===== src/rtl/dmac_pkg.sv =====
// Shared types and default sizing for the DMAC channel arbiter.
// Holds the arbiter state encoding and default parameter constants.
package dmac_pkg;

    typedef enum logic [1:0] {
        IDLE    = 2'd0,
        REQ     = 2'd1,
        XFER    = 2'd2,
        RELEASE = 2'd3
    } arb_state_t;

    localparam int DEF_NUM_CH    = 4;
    localparam int DEF_BURST_MAX = 16;

endpackage


===== src/rtl/dmac_channel_arbiter_if.sv =====
// Request/grant/enable bundle between the arbiter and its neighbours.
// master: the arbiter itself; slave: peripherals, AHB arbiter, engines.
interface dmac_channel_arbiter_if
    import dmac_pkg::*;
#(
    parameter int NUM_CH = DEF_NUM_CH
);
    localparam int IDX_W = $clog2(NUM_CH);

    logic [NUM_CH-1:0] dma_req;
    logic              bus_grant;
    logic              xfer_beat;
    logic              xfer_done;
    logic              bus_req;
    logic [NUM_CH-1:0] ch_en;
    logic [NUM_CH-1:0] req_ack;
    logic [IDX_W-1:0]  active_ch;
    logic              busy;

    modport master (
        input  dma_req, bus_grant, xfer_beat, xfer_done,
        output bus_req, ch_en, req_ack, active_ch, busy
    );

    modport slave (
        output dma_req, bus_grant, xfer_beat, xfer_done,
        input  bus_req, ch_en, req_ack, active_ch, busy
    );

endinterface


===== src/rtl/dmac_rr_picker.sv =====
// Combinational winner selection among pending channel requests.
// DMAC_ARB_FIXED_PRIO_EN: highest index wins, pointer ignored.
module dmac_rr_picker #(
    parameter int NUM_CH = 4,
    parameter int IDX_W  = $clog2(NUM_CH)
) (
    input  logic [NUM_CH-1:0] req,
    input  logic [IDX_W-1:0]  ptr,
    output logic              valid,
    output logic [IDX_W-1:0]  idx
);

`ifdef DMAC_ARB_FIXED_PRIO_EN
    logic unused_ptr;
    assign unused_ptr = ^ptr;

    // Last set bit scanning upward is the highest-index requester.
    always_comb begin
        valid = 1'b0;
        idx   = '0;
        for (int i = 0; i < NUM_CH; i++) begin
            if (req[i]) begin
                valid = 1'b1;
                idx   = IDX_W'(i);
            end
        end
    end
`else
    // Scan from farthest to nearest after ptr so the nearest wins.
    always_comb begin
        int j;
        valid = 1'b0;
        idx   = '0;
        j     = 0;
        for (int k = NUM_CH; k >= 1; k--) begin
            j = (int'(ptr) + k) % NUM_CH;
            if (req[IDX_W'(j)]) begin
                valid = 1'b1;
                idx   = IDX_W'(j);
            end
        end
    end
`endif

endmodule


===== src/rtl/dmac_channel_arbiter.sv =====
// Shares the DMAC AHB master port among NUM_CH request lines.
// Build option DMAC_ARB_FIXED_PRIO_EN selects fixed priority.
module dmac_channel_arbiter
    import dmac_pkg::*;
#(
    parameter int NUM_CH    = DEF_NUM_CH,
    parameter int BURST_MAX = DEF_BURST_MAX
) (
    input  logic                   clk,
    input  logic                   rst,
    dmac_channel_arbiter_if.master bus
);

    localparam int IDX_W = $clog2(NUM_CH);
    localparam int CNT_W = $clog2(BURST_MAX + 1);

    arb_state_t        state;
    logic [IDX_W-1:0]  act;
    logic [IDX_W-1:0]  ptr;
    logic [CNT_W-1:0]  cnt;
    logic              ack_q;
    logic              pick_valid;
    logic [IDX_W-1:0]  pick_idx;
    logic [NUM_CH-1:0] act_oh;
    logic              others;
    logic              sat;

    dmac_rr_picker #(
        .NUM_CH (NUM_CH),
        .IDX_W  (IDX_W)
    ) u_picker (
        .req   (bus.dma_req),
        .ptr   (ptr),
        .valid (pick_valid),
        .idx   (pick_idx)
    );

    assign sat = (cnt == CNT_W'(BURST_MAX));

    // One-hot of the owner and whether a rival may pre-empt it.
    always_comb begin
        act_oh      = '0;
        act_oh[act] = 1'b1;
        others      = 1'b0;
`ifdef DMAC_ARB_FIXED_PRIO_EN
        for (int i = 0; i < NUM_CH; i++) begin
            if (bus.dma_req[i] && (IDX_W'(i) > act)) begin
                others = 1'b1;
            end
        end
`else
        others = |(bus.dma_req & ~act_oh);
`endif
    end

    // Arbitration FSM: pick, request bus, own it, release.
    always_ff @(posedge clk) begin
        if (rst) begin
            state <= IDLE;
            act   <= '0;
            ptr   <= IDX_W'(NUM_CH - 1);
            cnt   <= '0;
            ack_q <= 1'b0;
        end else begin
            ack_q <= 1'b0;
            unique case (state)
                IDLE: begin
                    if (pick_valid) begin
                        act   <= pick_idx;
                        cnt   <= '0;
                        state <= REQ;
                    end
                end
                REQ: begin
                    if (bus.bus_grant) begin
                        state <= XFER;
                        ack_q <= (cnt == '0);
                    end
                end
                XFER: begin
                    if (bus.xfer_done) begin
                        state <= RELEASE;
                    end else if (!bus.bus_grant) begin
                        state <= REQ;
                        if (bus.xfer_beat && !sat) begin
                            cnt <= cnt + 1'b1;
                        end
                    end else if (sat) begin
                        if (others) begin
                            state <= RELEASE;
                        end else begin
                            cnt <= '0;
                        end
                    end else if (bus.xfer_beat) begin
                        cnt <= cnt + 1'b1;
                    end
                end
                RELEASE: begin
`ifndef DMAC_ARB_FIXED_PRIO_EN
                    ptr <= act;
`endif
                    state <= IDLE;
                end
                default: state <= IDLE;
            endcase
        end
    end

    assign bus.bus_req   = (state == REQ) || (state == XFER);
    assign bus.ch_en     = (state == XFER) ? act_oh : '0;
    assign bus.req_ack   = ack_q ? act_oh : '0;
    assign bus.active_ch = act;
    assign bus.busy      = (state != IDLE);

endmodule

===== src/flat_wrapper.sv =====
// flat-port wrapper written by rule: the top's interface ports become plain ports
module dmac_channel_arbiter_flat import dmac_pkg::*;
#(
    parameter int NUM_CH    = DEF_NUM_CH,
    parameter int BURST_MAX = DEF_BURST_MAX
)
  (clk, rst, bus_dma_req, bus_bus_grant, bus_xfer_beat, bus_xfer_done, bus_bus_req, bus_ch_en, bus_req_ack, bus_active_ch, bus_busy);
  dmac_channel_arbiter_if #(.NUM_CH(NUM_CH)) bus_i ();
  input  logic clk;
  input  logic rst;
  input wire logic [$bits(bus_i.dma_req)-1:0] bus_dma_req;
  input wire logic [$bits(bus_i.bus_grant)-1:0] bus_bus_grant;
  input wire logic [$bits(bus_i.xfer_beat)-1:0] bus_xfer_beat;
  input wire logic [$bits(bus_i.xfer_done)-1:0] bus_xfer_done;
  output wire logic [$bits(bus_i.bus_req)-1:0] bus_bus_req;
  output wire logic [$bits(bus_i.ch_en)-1:0] bus_ch_en;
  output wire logic [$bits(bus_i.req_ack)-1:0] bus_req_ack;
  output wire logic [$bits(bus_i.active_ch)-1:0] bus_active_ch;
  output wire logic [$bits(bus_i.busy)-1:0] bus_busy;
  assign bus_i.dma_req = bus_dma_req;
  assign bus_i.bus_grant = bus_bus_grant;
  assign bus_i.xfer_beat = bus_xfer_beat;
  assign bus_i.xfer_done = bus_xfer_done;
  assign bus_bus_req = bus_i.bus_req;
  assign bus_ch_en = bus_i.ch_en;
  assign bus_req_ack = bus_i.req_ack;
  assign bus_active_ch = bus_i.active_ch;
  assign bus_busy = bus_i.busy;
  dmac_channel_arbiter #(.NUM_CH(NUM_CH), .BURST_MAX(BURST_MAX)) u_core (.clk(clk), .rst(rst), .bus(bus_i));
endmodule

===== config.mk =====
export PLATFORM = sky130hd
export DESIGN_NAME = dmac_channel_arbiter_flat
export DESIGN_NICKNAME = d
export VERILOG_FILES = /design/src/rtl/dmac_pkg.sv /design/src/rtl/dmac_channel_arbiter_if.sv /design/src/rtl/dmac_rr_picker.sv /design/src/rtl/dmac_channel_arbiter.sv /design/src/flat_wrapper.sv
export SDC_FILE = /design/constraint.sdc
export NUM_CORES = 1
export LEC_CHECK = 0
export ABC_AREA = 1
export CAP_MARGIN = 10
export CORE_ASPECT_RATIO = 1.1
export CORE_MARGIN = 2
export CORE_UTILIZATION = 51
export DETAILED_ROUTE_END_ITERATION = 7
export PLACE_DENSITY = 0.78
export RECOVER_POWER = 50
export SLEW_MARGIN = 30
export SYNTH_ARGS = -nofsm -noshare
export SYNTH_HDL_FRONTEND = slang
export SYNTH_HIERARCHICAL = 1
export SYNTH_SLANG_ARGS = --single-unit

===== constraint.sdc =====
create_clock -name clk -period 2.1 [get_ports clk]
set_input_delay 0.315 -clock clk [delete_from_list [all_inputs] [get_ports clk]]
set_output_delay 0.315 -clock clk [all_outputs]
set_load 0.03 [all_outputs]

# --- Word level (Yosys, flattened, before mapping) ---
# Cells that the tools add are included.
classes:
  addsub: 5
  multipliers: 0
  div_mod_pow: 0
  n_lt_le_gt_ge: 6
  n_eq_ne: 12
  shifts: 0
  mux: 39
  bitwise_logic: 4
  n_reduce_logical: 13
op_table:
  columns: ["op", "n"]
  rows:
  - ["$mux W5", 7]
  - ["$mux W2", 10]
  - ["$lt A2 B4 Y1 const B", 4]
  - ["$mux W1", 13]
  - ["$ne A4 B3 Y1 const B", 3]
  - ["$pmux W5 S2", 1]
  - ["$bmux W1 S2", 4]
  - ["$mux W4", 2]
  - ["$pmux W2 S4", 1]
  - ["$reduce_and A6 Y1", 1]
  - ["$add A5 B1 Y5 const B", 1]
  - ["$eq A5 B5 Y1 const B", 1]
  - ["$logic_not A5 Y1", 1]
  - ["$add A2 B1 Y2 const B", 2]
  - ["$add A2 B2 Y2 const B", 2]
  - ["$and A4 B4 Y4", 1]
  - ["$eq A2 B2 Y1 const B", 2]
  - ["$ne A2 B2 Y1 const B", 2]
  - ["$ne A4 B4 Y1 const B", 1]
  - ["$not A4 Y4", 1]
  - ["$reduce_and A4 Y1", 1]
  - ["$reduce_bool A2 Y1", 2]
  - ["$reduce_or A4 Y1", 1]
  - ["$lt A2 B3 Y1 const B", 1]
  - ["other kinds (12)", 14]
totals:
  ff_bits: 12
  latch_bits: 0
  mem_bits_rw: 0
  rom_bits: 0
  input_bits: 9
  out_inout_bits: 12
  wordCells: 84
  n_memories: 0

# --- Depth between registers and ports, before layout ---
logic_depth:
  ltp_word: 12
  depth_mapped: 14
  ltp_nobuf: 13

# --- Cells and area by module ---
# Netlist, hierarchy kept.
by_module_without_submodules:
  columns: ["mod", "instances", "cells_per_inst", "area_per_inst_um2", "seq_area_each_um2"]
  rows:
  - ["dmac_channel_arbiter", 1, 131, 877.1, 240.2]
  - ["dmac_rr_picker", 1, 51, 246.5, 0.0]

# --- Worst setup path before layout ---
# OpenSTA, ideal clock, no wires.
synth_path:
  kind: "flip-flop to output port"
  startpoint: "register u_core.state[0]"
  endpoint: "output port bus_ch_en[0]"
  arrival_ns: 1.196
  setup_slack_ns: 0.589
  stages_incl_launch_ff: 5
  n_path_buf: 0
  path_cell_list: "dfxtp_1 > inv_1 > ha_1 > inv_2 > nor2_1"
synth_between:
  elab_chain_len: 2
synth_rtl:
  columns: ["item", "line", "rtl"]
  rows:
  - ["start, declared", "dmac_channel_arbiter.sv:17", "arb_state_t state;"]
  - ["start signal, assigned", "dmac_channel_arbiter.sv:59", "state <= IDLE;"]
  - ["start signal, assigned", "dmac_channel_arbiter.sv:71", "state <= REQ;"]
  - ["start signal, assigned", "dmac_channel_arbiter.sv:76", "state <= XFER;"]
  - ["$eq A2 B2 Y1", "dmac_channel_arbiter.sv:110", "assign bus.ch_en = (state == XFER) ? act_oh : '0;"]
  - ["$mux W4", "dmac_channel_arbiter.sv:110", null]
  - ["end, declared", "flat_wrapper.sv:16", "output wire logic [$bits(bus_i.ch_en)-1:0] bus_ch_en;"]
# Every way passes these cells.

# --- Worst setup path after layout ---
layout_path:
  startpoint: "register u_core.state[1]"
  endpoint: "output port bus_bus_req"
layout_between:
  elab_chain_len: 2
layout_rtl:
  columns: ["item", "line", "rtl"]
  rows:
  - ["$eq A2 B1 Y1 / $eq A2 B2 Y1 (equally long branches)", "dmac_channel_arbiter.sv:109", "assign bus.bus_req = (state == REQ) || (state == XFER);"]
  - ["$logic_or A1 B1 Y1 (*)", "dmac_channel_arbiter.sv:109", null]
  - ["end, declared", "flat_wrapper.sv:15", "output wire logic [$bits(bus_i.bus_req)-1:0] bus_bus_req;"]
# Every way passes the cells marked *; elsewhere a longest branch is shown, timed or not.

==> reports/metrics.csv <==
stage,metric,value,unit
worst_setup_path,cpMaxStageDelayCell,clkdlybuf4s50_1,
sta,hold_violations,0,
placed_design,gp_congestion,0.894,
route,routedWlPerCell,11.4,um
worst_setup_path,cpPeakStageDelay,0.66,ns
cells_and_area,final_common_cell,nand2_1,
global_route,grt_usage,0.234,
worst_setup_path,path_depth,3,
cells_and_area,nFillCells,205,
floorplanning,die_w,48.8,um
cts,cts_root_buf,clkbuf_4,
cells_and_area,layout_common_cells,"nand2_1 (54), inv_1 (21), nor2_1 (17), nand3_1 (13)",
worst_setup_path,cpLargestDelayFamily,buffers and inverters,
min_path,worstHoldPathCells,2,
route,routed_wl,2650,um
cells_and_area,final_cell_area,0.00135,mm^2
cells_and_area,multi_input_area,746,um^2
route,dr.pass1.iters,4,
cts,ctsHtreeMaxLevel,1,
synth,synth_cell_type_count,28,
global_route,grt_max_degree,10,
sta,tightest_slew,0.382,ns
synth,async_flop_share,0,
synth,ys_seq_elements,12,
placed_design,place_hpwl,2160,um
sta,finClkSkew,0.00308,ns
run,drv_cap,0,
synth,syn_inst,182,
cells_and_area,antenna_cells,0,
synth,ys_seq_area_frac,0.214,
synth,syn-num-nets,197,
cts,cts_hold_buf,0,
floorplanning,coreArea,0.00204,mm^2
worst_setup_path,start_kind,flop,
cts,clk-insertion-delay-late,0.27,ns
worst_setup_path,endpoint_kind,output port,
power_and_ir_drop,vdd_ir_drop_max,638,uV
global_route,first_global_vias,1077,
sta,max_freq,0.499,GHz
min_path,hold_class,flop to flop,
cts,post_cts_buffers,0,
sta,slew_viol_final,0,
cts,cts_sinks,12,
floorplanning,io_pins,21,
synth,synth-edff-count,0,
worst_setup_path,path_cells,inv_1 -> ha_1 -> clkdlybuf4s50_1,
global_route,antenna_found_initial,0,
synth,yosys_warnings,6,
sta,finalSetupViolCount,0,
sta,relSlewSlack,0.746,
worst_setup_path,critical_path_class,flop to output port,
outcome,status,finished clean,
floorplanning,dieHeight,53.2,um
global_route,grt_pass1_wl,4730,um
route,ant_nets,0,
route,vias,1168,
sta,period_share,0.954,
synth,synth_ff_type,dfxtp_1,
floorplanning,die_area,0.00259,mm^2
worst_setup_path,arrival,1.69,ns
synth,avgSynthCellArea,6.17,um^2
cts,numCtsBuffers,3,
worst_setup_path,path_buf_inv,2,
placed_design,dpl-instance-area,0.00136,mm^2
cells_and_area,nets,222,
synth,netlist_area,0.00112,mm^2
placed_design,port-buffer-count,20,
global_route,overflow,0,
sta,tns,0,ns
cts,cts_tree,done,
route,drc,0,
power_and_ir_drop,power_density,1090,mW/mm^2
sta,fin_crit,2.00,ns
cts,clockBufferDepth,2,
cells_and_area,drive_above_1_share,0.200,
cells_and_area,area.sequential,240,um^2
route,via_per_inst,5.01,
floorplanning,start_util,0.550,
power_and_ir_drop,p_leak,0.647,nW
worst_setup_path,ff2ff_path_depth,14,
cts,clkSlewWorstSetupHoldPaths,0.07,ns
worst_setup_path,path_max_fanout,4,
floorplanning,fp-row-count,17,
route,drt_iter0_markers,26,
sta,grt_setup_unrepaired,false,
cells_and_area,syn_to_final_growth,20.0,%
worst_setup_path,cp.required,1.78,ns
synthesized netlist by cell type, types with 2 or more instances:
| cell type | count | area [um^2] |
|---|---|---|
| a21boi_1 | 2 | 15.0 |
| a21oi_1 | 5 | 25.0 |
| clkinv_1 | 2 | 7.51 |
| dfxtp_1 | 12 | 240 |
| ha_1 | 6 | 75.1 |
| inv_1 | 21 | 78.8 |
| inv_2 | 4 | 15.0 |
| inv_4 | 2 | 12.5 |
| nand2_1 | 53 | 199 |
| nand2_2 | 11 | 68.8 |
| nand2_4 | 2 | 22.5 |
| nand3_1 | 13 | 65.1 |
| nand3_2 | 2 | 20.0 |
| nor2_1 | 17 | 63.8 |
| nor2_2 | 10 | 62.6 |
| o211ai_1 | 2 | 15.0 |
| o21ai_0 | 5 | 25.0 |
| o21ai_2 | 2 | 17.5 |
| xor2_1 | 2 | 17.5 |
path summary, 6_finish.rpt:
kind	start	end	slack, ns
worst max register to register	u_core/ptr[0]	u_core/cnt[0]	0.27
worst min register to register	u_core/state[1]	u_core/state[1]	0.51
worst min-delay path	u_core/state[1]	u_core/state[1]	0.51
worst max-delay path	u_core/state[1]	bus_bus_req	0.1
worst reg2reg max path, stage by stage (launching register included):
cell and delay, ns:
dfxtp_1 0.41, buf_4 0.20, inv_6 0.06, nand2_2 0.05, nand2_1 0.11, nor2_1 0.18
nand2_1 0.12, nor2_1 0.14, nor2_1 0.06, nand2_2 0.09, inv_4 0.06, nand2_4 0.08
inv_4 0.04, nor2_2 0.09, nor2_2 0.04
registers in the layout, indices dropped and copies added (netlist names):
signal	flops
u_core/bus.active_ch	2
u_core/state	2
u_core/cnt	5
u_core/ptr	2
u_core/ack_q	1
layout make-up:
cell class / count / share of cell area
multi-input cells: 139 / 0.553
flip-flops and latches: 12 / 0.178
repair buffers: 21 / 0.135
inverters: 30 / 0.0909
well taps: 28 / 0.0260
clock buffers: 3 / 0.0167
stage by stage:
step	utilization	hold slack [ns]	std cells	setup WS, ns	total power, W
4_1_cts	0.672	0.506	233	0.0185	0.00150
3_3_place_gp	0.664	0.491	230	0.135	0.00132
3_5_place_dp	0.664	0.496	230	0.109	0.00136
6_report	0.661	0.506	233	0.0956	0.00147
5_1_grt	0.661	0.532	233	0.0184	0.00162
2_1_floorplan	-	0.377	182	0.589	0.00110
where the power goes:
| part | total, W | leakage [nW] | internal (W) | switching [W] |
|---|---|---|---|---|
| clock network | 0.000139 | 0.0138 | 0.0000663 | 0.0000726 |
| logic | 0.000946 | 0.535 | 0.000335 | 0.000610 |
| registers | 0.000384 | 0.0984 | 0.000295 | 0.0000893 |
| total | 0.00147 | 0.647 | 0.000696 | 0.000772 |
timing repair:
item | 4_1_cts | 5_1_grt
gates cloned | 0 | 0
setup endpoints to repair | 4 | 5
resized for setup | 4 | 8
cells by family after synthesis:
logic type | Yosys count | share of synthesized area
compound gates | 19 | 0.114
xor+xnor | 2 | 0.0156
fa+ha+maj | 6 | 0.0668
buf+inv | 31 | 0.119
flops | 12 | 0.214
simple gates | 112 | 0.471
per-layer routing:
| metal | routed length [um] | GRT usage | part of all wire |
|---|---|---|---|
| met1 | 1150 | 0.278 | 0.43 |
| met2 | 1360 | 0.450 | 0.51 |
| met3 | 142 | 0.0254 | 0.054 |
| met4 | 0 | 0.0571 | 0 |
| met5 | 0 | 0 | 0 |
Power figures use the tool's default switching activity.
